### src/rtl/pizza_paketleyici_pkg.sv
// rtl/pizza_paketleyici_pkg.sv - shared widths, record layout and FSM encoding for the pizza packer
package pizza_paket;

    localparam int SAYI_GENISLIK  = 7;
    localparam int PAKET_GENISLIK = 8;

    localparam int KALINLIK_MSB = 7;
    localparam int KALINLIK_LSB = 6;
    localparam int MALZEME_BIT  = 5;
    localparam int KABARIK_BIT  = 4;
    localparam int MIKTAR_MSB   = 3;
    localparam int MIKTAR_LSB   = 0;

    typedef enum logic {
        SENKRON = 1'b0,
        IZLE    = 1'b1
    } durum_t;

    function automatic logic [PAKET_GENISLIK-1:0] paket_olustur(
        input logic [1:0] kalinlik,
        input logic       secilen_malzeme,
        input logic       kabarik,
        input logic [3:0] malzeme_miktari
    );
        logic [PAKET_GENISLIK-1:0] p;
        p                           = '0;
        p[KALINLIK_MSB:KALINLIK_LSB] = kalinlik;
        p[MALZEME_BIT]               = secilen_malzeme;
        p[KABARIK_BIT]               = kabarik;
        p[MIKTAR_MSB:MIKTAR_LSB]     = malzeme_miktari;
        return p;
    endfunction

endpackage

### src/rtl/pizza_paketleyici_fifo.sv
// rtl/pizza_paketleyici_fifo.sv - first-word-fall-through record FIFO for accepted pizzas
module paket_fifo #(
    parameter int DERINLIK = 4,
    parameter int GENISLIK = 8
) (
    input  logic                i_saat,
    input  logic                i_reset_n,
    input  logic                i_push,
    input  logic [GENISLIK-1:0] i_veri,
    input  logic                i_pop,
    output logic [GENISLIK-1:0] o_veri,
    output logic                o_dolu,
    output logic                o_bos
);

    localparam int AW = $clog2(DERINLIK);

    logic [GENISLIK-1:0] r_mem [DERINLIK];
    logic [AW-1:0]       r_yaz;
    logic [AW-1:0]       r_oku;
    logic [AW:0]         r_adet;
    logic [GENISLIK-1:0] r_son;
    logic                w_yaz;
    logic                w_oku;

    assign o_bos  = (r_adet == '0);
    assign o_dolu = (r_adet == (AW+1)'(DERINLIK));
    assign w_oku  = i_pop & ~o_bos;
    // A full FIFO still accepts a push when the same edge frees a slot.
    assign w_yaz  = i_push & (~o_dolu | w_oku);
    // When empty the last record handed out stays on the output.
    assign o_veri = o_bos ? r_son : r_mem[r_oku];

    always_ff @(posedge i_saat) begin
        if (w_yaz) begin
            r_mem[r_yaz] <= i_veri;
        end
    end

    always_ff @(posedge i_saat or negedge i_reset_n) begin
        if (!i_reset_n) begin
            r_yaz  <= '0;
            r_oku  <= '0;
            r_adet <= '0;
            r_son  <= '0;
        end else begin
            if (w_yaz) begin
                r_yaz <= r_yaz + AW'(1);
            end
            if (w_oku) begin
                r_oku <= r_oku + AW'(1);
                r_son <= r_mem[r_oku];
            end
            case ({w_yaz, w_oku})
                2'b10:   r_adet <= r_adet + (AW+1)'(1);
                2'b01:   r_adet <= r_adet - (AW+1)'(1);
                default: r_adet <= r_adet;
            endcase
        end
    end

endmodule

### src/rtl/pizza_paketleyici.sv
// rtl/pizza_paketleyici.sv - watches the pizza machine counter, quality-checks each pizza, queues accepted ones
module pizza_paketleyici
    import pizza_paket::*;
#(
    parameter int FIFO_DERINLIK  = 4,
    parameter int SAYAC_GENISLIK = 8
) (
    input  logic                      saat,
    input  logic                      reset,
    input  logic [1:0]                kalinlik,
    input  logic                      secilen_malzeme,
    input  logic [3:0]                malzeme_miktari,
    input  logic                      kabarik,
    input  logic                      tuzlu,
    input  logic [SAYI_GENISLIK-1:0]  pizza_sayisi,
    output logic                      paket_gecerli,
    input  logic                      paket_hazir,
    output logic [PAKET_GENISLIK-1:0] paket_veri,
    output logic [SAYAC_GENISLIK-1:0] kabul_sayisi,
    output logic [SAYAC_GENISLIK-1:0] red_sayisi,
    output logic                      tasma,
    output logic                      sayac_hata
);

    localparam logic [SAYI_GENISLIK-1:0] SAYI_BIR = SAYI_GENISLIK'(1);

    durum_t                      r_durum;
    logic [SAYI_GENISLIK-1:0]    r_onceki;
    logic [SAYAC_GENISLIK-1:0]   r_kabul;
    logic [SAYAC_GENISLIK-1:0]   r_red;
    logic                        r_tasma;
    logic                        r_hata;

    logic [SAYI_GENISLIK-1:0]    w_fark;
    logic                        w_olay;
    logic                        w_ust_reset;
    logic                        w_hata;
    logic                        w_red;
    logic                        w_push;
    logic                        w_pop;
    logic                        w_dolu;
    logic                        w_bos;
    logic [PAKET_GENISLIK-1:0]   w_kayit;

    assign w_fark      = pizza_sayisi - r_onceki;
    assign w_olay      = (r_durum == IZLE) && (w_fark == SAYI_BIR);
    // Counter dropping to zero from elsewhere means the pizza machine itself was reset.
    assign w_ust_reset = (pizza_sayisi == '0) && (r_onceki != '0);
    assign w_hata      = (r_durum == IZLE) && (w_fark != '0) && (w_fark != SAYI_BIR) && !w_ust_reset;
    assign w_red       = tuzlu || (malzeme_miktari == '0);
    assign w_push      = w_olay && !w_red;
    assign w_pop       = paket_gecerli & paket_hazir;
    assign w_kayit     = paket_olustur(kalinlik, secilen_malzeme, kabarik, malzeme_miktari);

    paket_fifo #(
        .DERINLIK (FIFO_DERINLIK),
        .GENISLIK (PAKET_GENISLIK)
    ) u_fifo (
        .i_saat    (saat),
        .i_reset_n (reset),
        .i_push    (w_push),
        .i_veri    (w_kayit),
        .i_pop     (w_pop),
        .o_veri    (paket_veri),
        .o_dolu    (w_dolu),
        .o_bos     (w_bos)
    );

    always_ff @(posedge saat or negedge reset) begin
        if (!reset) begin
            r_durum  <= SENKRON;
            r_onceki <= '0;
            r_kabul  <= '0;
            r_red    <= '0;
            r_tasma  <= 1'b0;
            r_hata   <= 1'b0;
        end else begin
            r_durum  <= IZLE;
            r_onceki <= pizza_sayisi;
            if (w_olay) begin
                if (w_red) begin
                    if (r_red != '1) r_red <= r_red + 1'b1;
                end else begin
                    if (r_kabul != '1) r_kabul <= r_kabul + 1'b1;
                end
            end
            if (w_hata) begin
                r_hata <= 1'b1;
            end
            if (w_push && w_dolu && !w_pop) begin
                r_tasma <= 1'b1;
            end
        end
    end

    assign paket_gecerli = ~w_bos;
    assign kabul_sayisi  = r_kabul;
    assign red_sayisi    = r_red;
    assign tasma         = r_tasma;
    assign sayac_hata    = r_hata;

endmodule

### config.mk
export PLATFORM = sky130hd
export DESIGN_NAME = pizza_paketleyici
export DESIGN_NICKNAME = d
export VERILOG_FILES = /design/src/rtl/pizza_paketleyici_pkg.sv /design/src/rtl/pizza_paketleyici_fifo.sv /design/src/rtl/pizza_paketleyici.sv
export SDC_FILE = /design/constraint.sdc
export NUM_CORES = 1
export LEC_CHECK = 0
export CAP_MARGIN = 20
export CORE_MARGIN = 2
export CORE_UTILIZATION = 46
export CTS_BUF_LIST = sky130_fd_sc_hd__clkbuf_8
export DETAILED_ROUTE_END_ITERATION = 16
export PLACE_DENSITY = 0.69
export SETUP_SLACK_MARGIN = 0.2
export SLEW_MARGIN = 20
export SYNTH_ARGS = -nofsm -noshare
export SYNTH_HDL_FRONTEND = slang
export SYNTH_SLANG_ARGS = --single-unit
export TNS_END_PERCENT = 30
### constraint.sdc
create_clock -name saat -period 8.1 [get_ports saat]
set_clock_uncertainty 0.2 [all_clocks]
set_input_delay 2.025 -clock saat [delete_from_list [all_inputs] [get_ports saat]]
set_output_delay 2.025 -clock saat [all_outputs]
set_load 0.1 [all_outputs]
==> results.sh <==
export IMPL_nets=328
export IMPL_cts_tree="built"
export IMPL_postCtsResizedCells=0
export IMPL_clkPwrFrac_pct=22.5
export IMPL_synth_seq_cells=73
export IMPL_critical_path_class="in2reg"
export IMPL_cts_clk_slew_worst_paths_ns=0.08
export IMPL_grt_max_degree=42
export IMPL_crit_path_end_kind="flop"
export IMPL_multiInputGateArea_sq_mm=0.00142
export IMPL_relSlewSlack_pct=34.5
export IMPL_max_stage_delay_ns=0.49
export IMPL_hold_ws_ns=0.278
export IMPL_start_kind="input port"
export IMPL_drc=0
export IMPL_routed_wl_microns=6030
export IMPL_min_period_ns=5.48
export IMPL_globalRouteOverflowTotal=0
export IMPL_ys_seq_area_share_pct=56.8
export IMPL_max_freq_mhz=183
export IMPL_dp_hpwl_microns=4290
export IMPL_cp_cell_sequence="clkdlybuf4s50_1, inv_1, ha_1, fa_1, nand4bb_1, a2111oi_2, a21oi_1, o221a_4, nor3b_4, inv_1, ha_1, inv_1, fa_1, xor2_1, nor2_1, xor2_1"
export IMPL_io_pins=46
export IMPL_diodes=0
export IMPL_dieArea_sq_mm=0.00832
export IMPL_synth_edff_count=32
export IMPL_combPwrFrac_pct=41.4
export IMPL_p_sw_uw=525
export IMPL_slew_viol_final=0
export IMPL_antenna_found_initial=0
export IMPL_core_rowCount=31
export IMPL_ff_latch_area_sq_mm=0.00199
export IMPL_hold_class="reg2reg"
export IMPL_syn_area_per_cell_sq_um=14.4
export IMPL_grt_pass1_wl_microns=10300
export IMPL_synth_fp_nets=277
export IMPL_fp_coreArea_sq_mm=0.00733
export IMPL_synth_area_leaders="dfrtp_1 29%, edfxtp_1 27%, mux2_2 6.4%"
export IMPL_grt_total_usage_pct=16.1
export IMPL_crit_path_frequent_cell="inv_1"
export IMPL_nFillCells=591
export IMPL_die_width_microns=91.2
export IMPL_drtAntennaViolNets=0
export IMPL_required_ns=8.13
export IMPL_cts_setup_buffers=0
export IMPL_rsz0062_at_grt="false"
export IMPL_viasPerCell=5.08
export IMPL_pwr_share_seq_pct=36.1
export IMPL_hold_viol=0
export IMPL_die_y_microns=91.2
export IMPL_place_inst=382
export IMPL_num_vias=2023
export IMPL_syn_area_sq_mm=0.00350
export IMPL_synth_cell_types=56
export IMPL_area_growth_syn_to_layout_pct=21.3
export IMPL_port_buffers=45
export IMPL_hold_buffers=0
export IMPL_clock_sinks=73
export IMPL_synth_cells=243
export IMPL_leakagePower_nw=1.76
export IMPL_start_util_pct=47.8
export IMPL_status="complete, no violations"
export IMPL_ctsHtreeMaxLevel=3
export IMPL_cts_root_buf="clkbuf_8"
export IMPL_period_share_pct=67.6
export IMPL_arrival_ns=5.51
export IMPL_finalSetupViolations=0
export IMPL_crit_fanout=17
export IMPL_yosysWarnings=0
export IMPL_vdd_drop_max_v=0.000121
export IMPL_internal_power_uw=777
export IMPL_power_mw=1.30
export IMPL_yosys_area_top_type="dfrtp_1"
export IMPL_cap_viol_max_count=0
export IMPL_drive_gt1_share_pct=17.7
export IMPL_power_density_mw_per_mm2=307
export IMPL_avgRoutedWirePerCell_microns=15.1
export IMPL_dr_pass1_iters=4
export IMPL_swShare_pct=40.3
export IMPL_finalWeightedCongestion=0.758
export IMPL_cts_buffers=9
export IMPL_synth_top_area_share_pct=29.3
export IMPL_slowest_stage="clkdlybuf4s50_1"
export IMPL_clockBufferDepth=2
export IMPL_grt_pass1_vias=2110
export IMPL_async_flop_share_pct=56.2
export IMPL_synth_main_ff_cell="dfrtp_1"
export IMPL_tns_ns=0
export IMPL_max_slew_worst_pin_slew_ns=0.979
export IMPL_clk_latency_ns=0.34
export IMPL_drtIter0Drc=99
export IMPL_fin_cells=398
[critical path, delay by kind of cell]
kind / cells / cell delay [ns]
buffers and inverters: 4 / 0.69
AND/OR/NAND/NOR: 3 / 0.62
AO/OA/AOI/OAI: 3 / 0.84
adder cells (fa/ha/maj): 4 / 1.06
XOR/XNOR: 2 / 0.28
[cells in the final DEF, fill, tap and decap left out, types with 2 or more instances in the layout]
cell,count
clkdlybuf4s50_1,44
dfrtp_1,41
edfxtp_1,32
inv_1,21
mux2_2,20
xor2_1,16
ha_1,13
nand2_1,9
clkbuf_8,9
mux4_2,8
and2_1,6
xnor2_1,5
nand3b_1,5
nor3_1,5
nand3_1,5
nor2_1,5
or3_1,3
o21ai_0,3
nor3b_1,3
a21oi_1,2
o41ai_1,2
nor2b_1,2
nor4_4,2
nand2b_1,2
or4_1,2
fa_1,2
bufinv_16,2
[power groups by stage]
stage	combinational [mW]	clock [mW]	sequential, mW
3_5_place_dp	0.541	0	0.479
4_1_cts	0.543	0.302	0.472
3_3_place_gp	0.535	0	0.477
5_1_grt	0.568	0.317	0.480
6_report	0.539	0.294	0.470
2_1_floorplan	0.440	0	0.465
[stage by stage]
stage               setup WS (ns)  area [sq um]  utilization [%]
global route                 2.37          4250             57.9
finish                       2.62          4250             57.9
floorplan                    3.06          3500                -
global placement             2.35          4040             55.1
CTS                          2.64          4250             57.9
detailed placement           2.27          4040             55.1
[cell usage after synthesis, types with 6 or more instances]
cell and instances:
inv_1 17, ha_1 13, mux2_2 20, and2_1 6
nand2_1 9, mux4_2 8, xor2_1 16, edfxtp_1 32
dfrtp_1 41
[state kept, by name (all words and copies together) (netlist names), 2 cells and up]
register / flops
kabul_sayisi: 8
r_onceki: 7
red_sayisi: 8
u_fifo.r_adet: 3
u_fifo.r_mem: 32
u_fifo.r_oku: 2
u_fifo.r_son: 8
u_fifo.r_yaz: 2
[final cells by class]
class	instances	area share, %
clock buffers	9	2.92
clock inverters	7	1.89
inverters	17	1.50
multi-input cells	148	33.5
flip-flops and latches	73	46.8
well taps	99	2.92
repair buffers	45	10.5
[logic make-up after synthesis]
group | Yosys count | synth area share (%)
AOI/OAI and AO/OA | 19 | 4.50
xor gates and xnor gates | 21 | 5.25
adders and majority gates | 15 | 5.79
buffers and inverters | 22 | 2.61
DFF | 73 | 56.8
muxes | 30 | 12.5
other | 1 | 0.107
and+or+nand+nor | 62 | 12.4
[path summary, 6_finish.rpt]
path                                        start  cells after the start  slack, ns                      endpoint
max in group asynchronous                   reset                      1       5.50         r_onceki[4]$_DFF_PN0_
max                               pizza_sayisi[0]                     16       2.62  u_fifo.r_adet[2]$_DFFE_PN0P_
min                        sayac_hata$_DFFE_PN0P_                      1       0.28        sayac_hata$_DFFE_PN0P_
min reg2reg                sayac_hata$_DFFE_PN0P_                      1       0.28        sayac_hata$_DFFE_PN0P_
min in group asynchronous                   reset                      1       1.62   u_fifo.r_son[6]$_DFFE_PN0P_
max reg2reg                 r_onceki[0]$_DFF_PN0_                     14       4.48  u_fifo.r_adet[2]$_DFFE_PN0P_
[layer usage]
layer | track usage [%] | vias to the layer above | wire length [microns]
met4 | 5.68 | 0 | 82
met1 | 21.3 | 991 | 2770
met2 | 25.5 | 33 | 2920
met3 | 4.65 | 6 | 256
li1 | - | 993 | -
met5 | 0 | - | 0
Power figures use the tool's default switching activity.
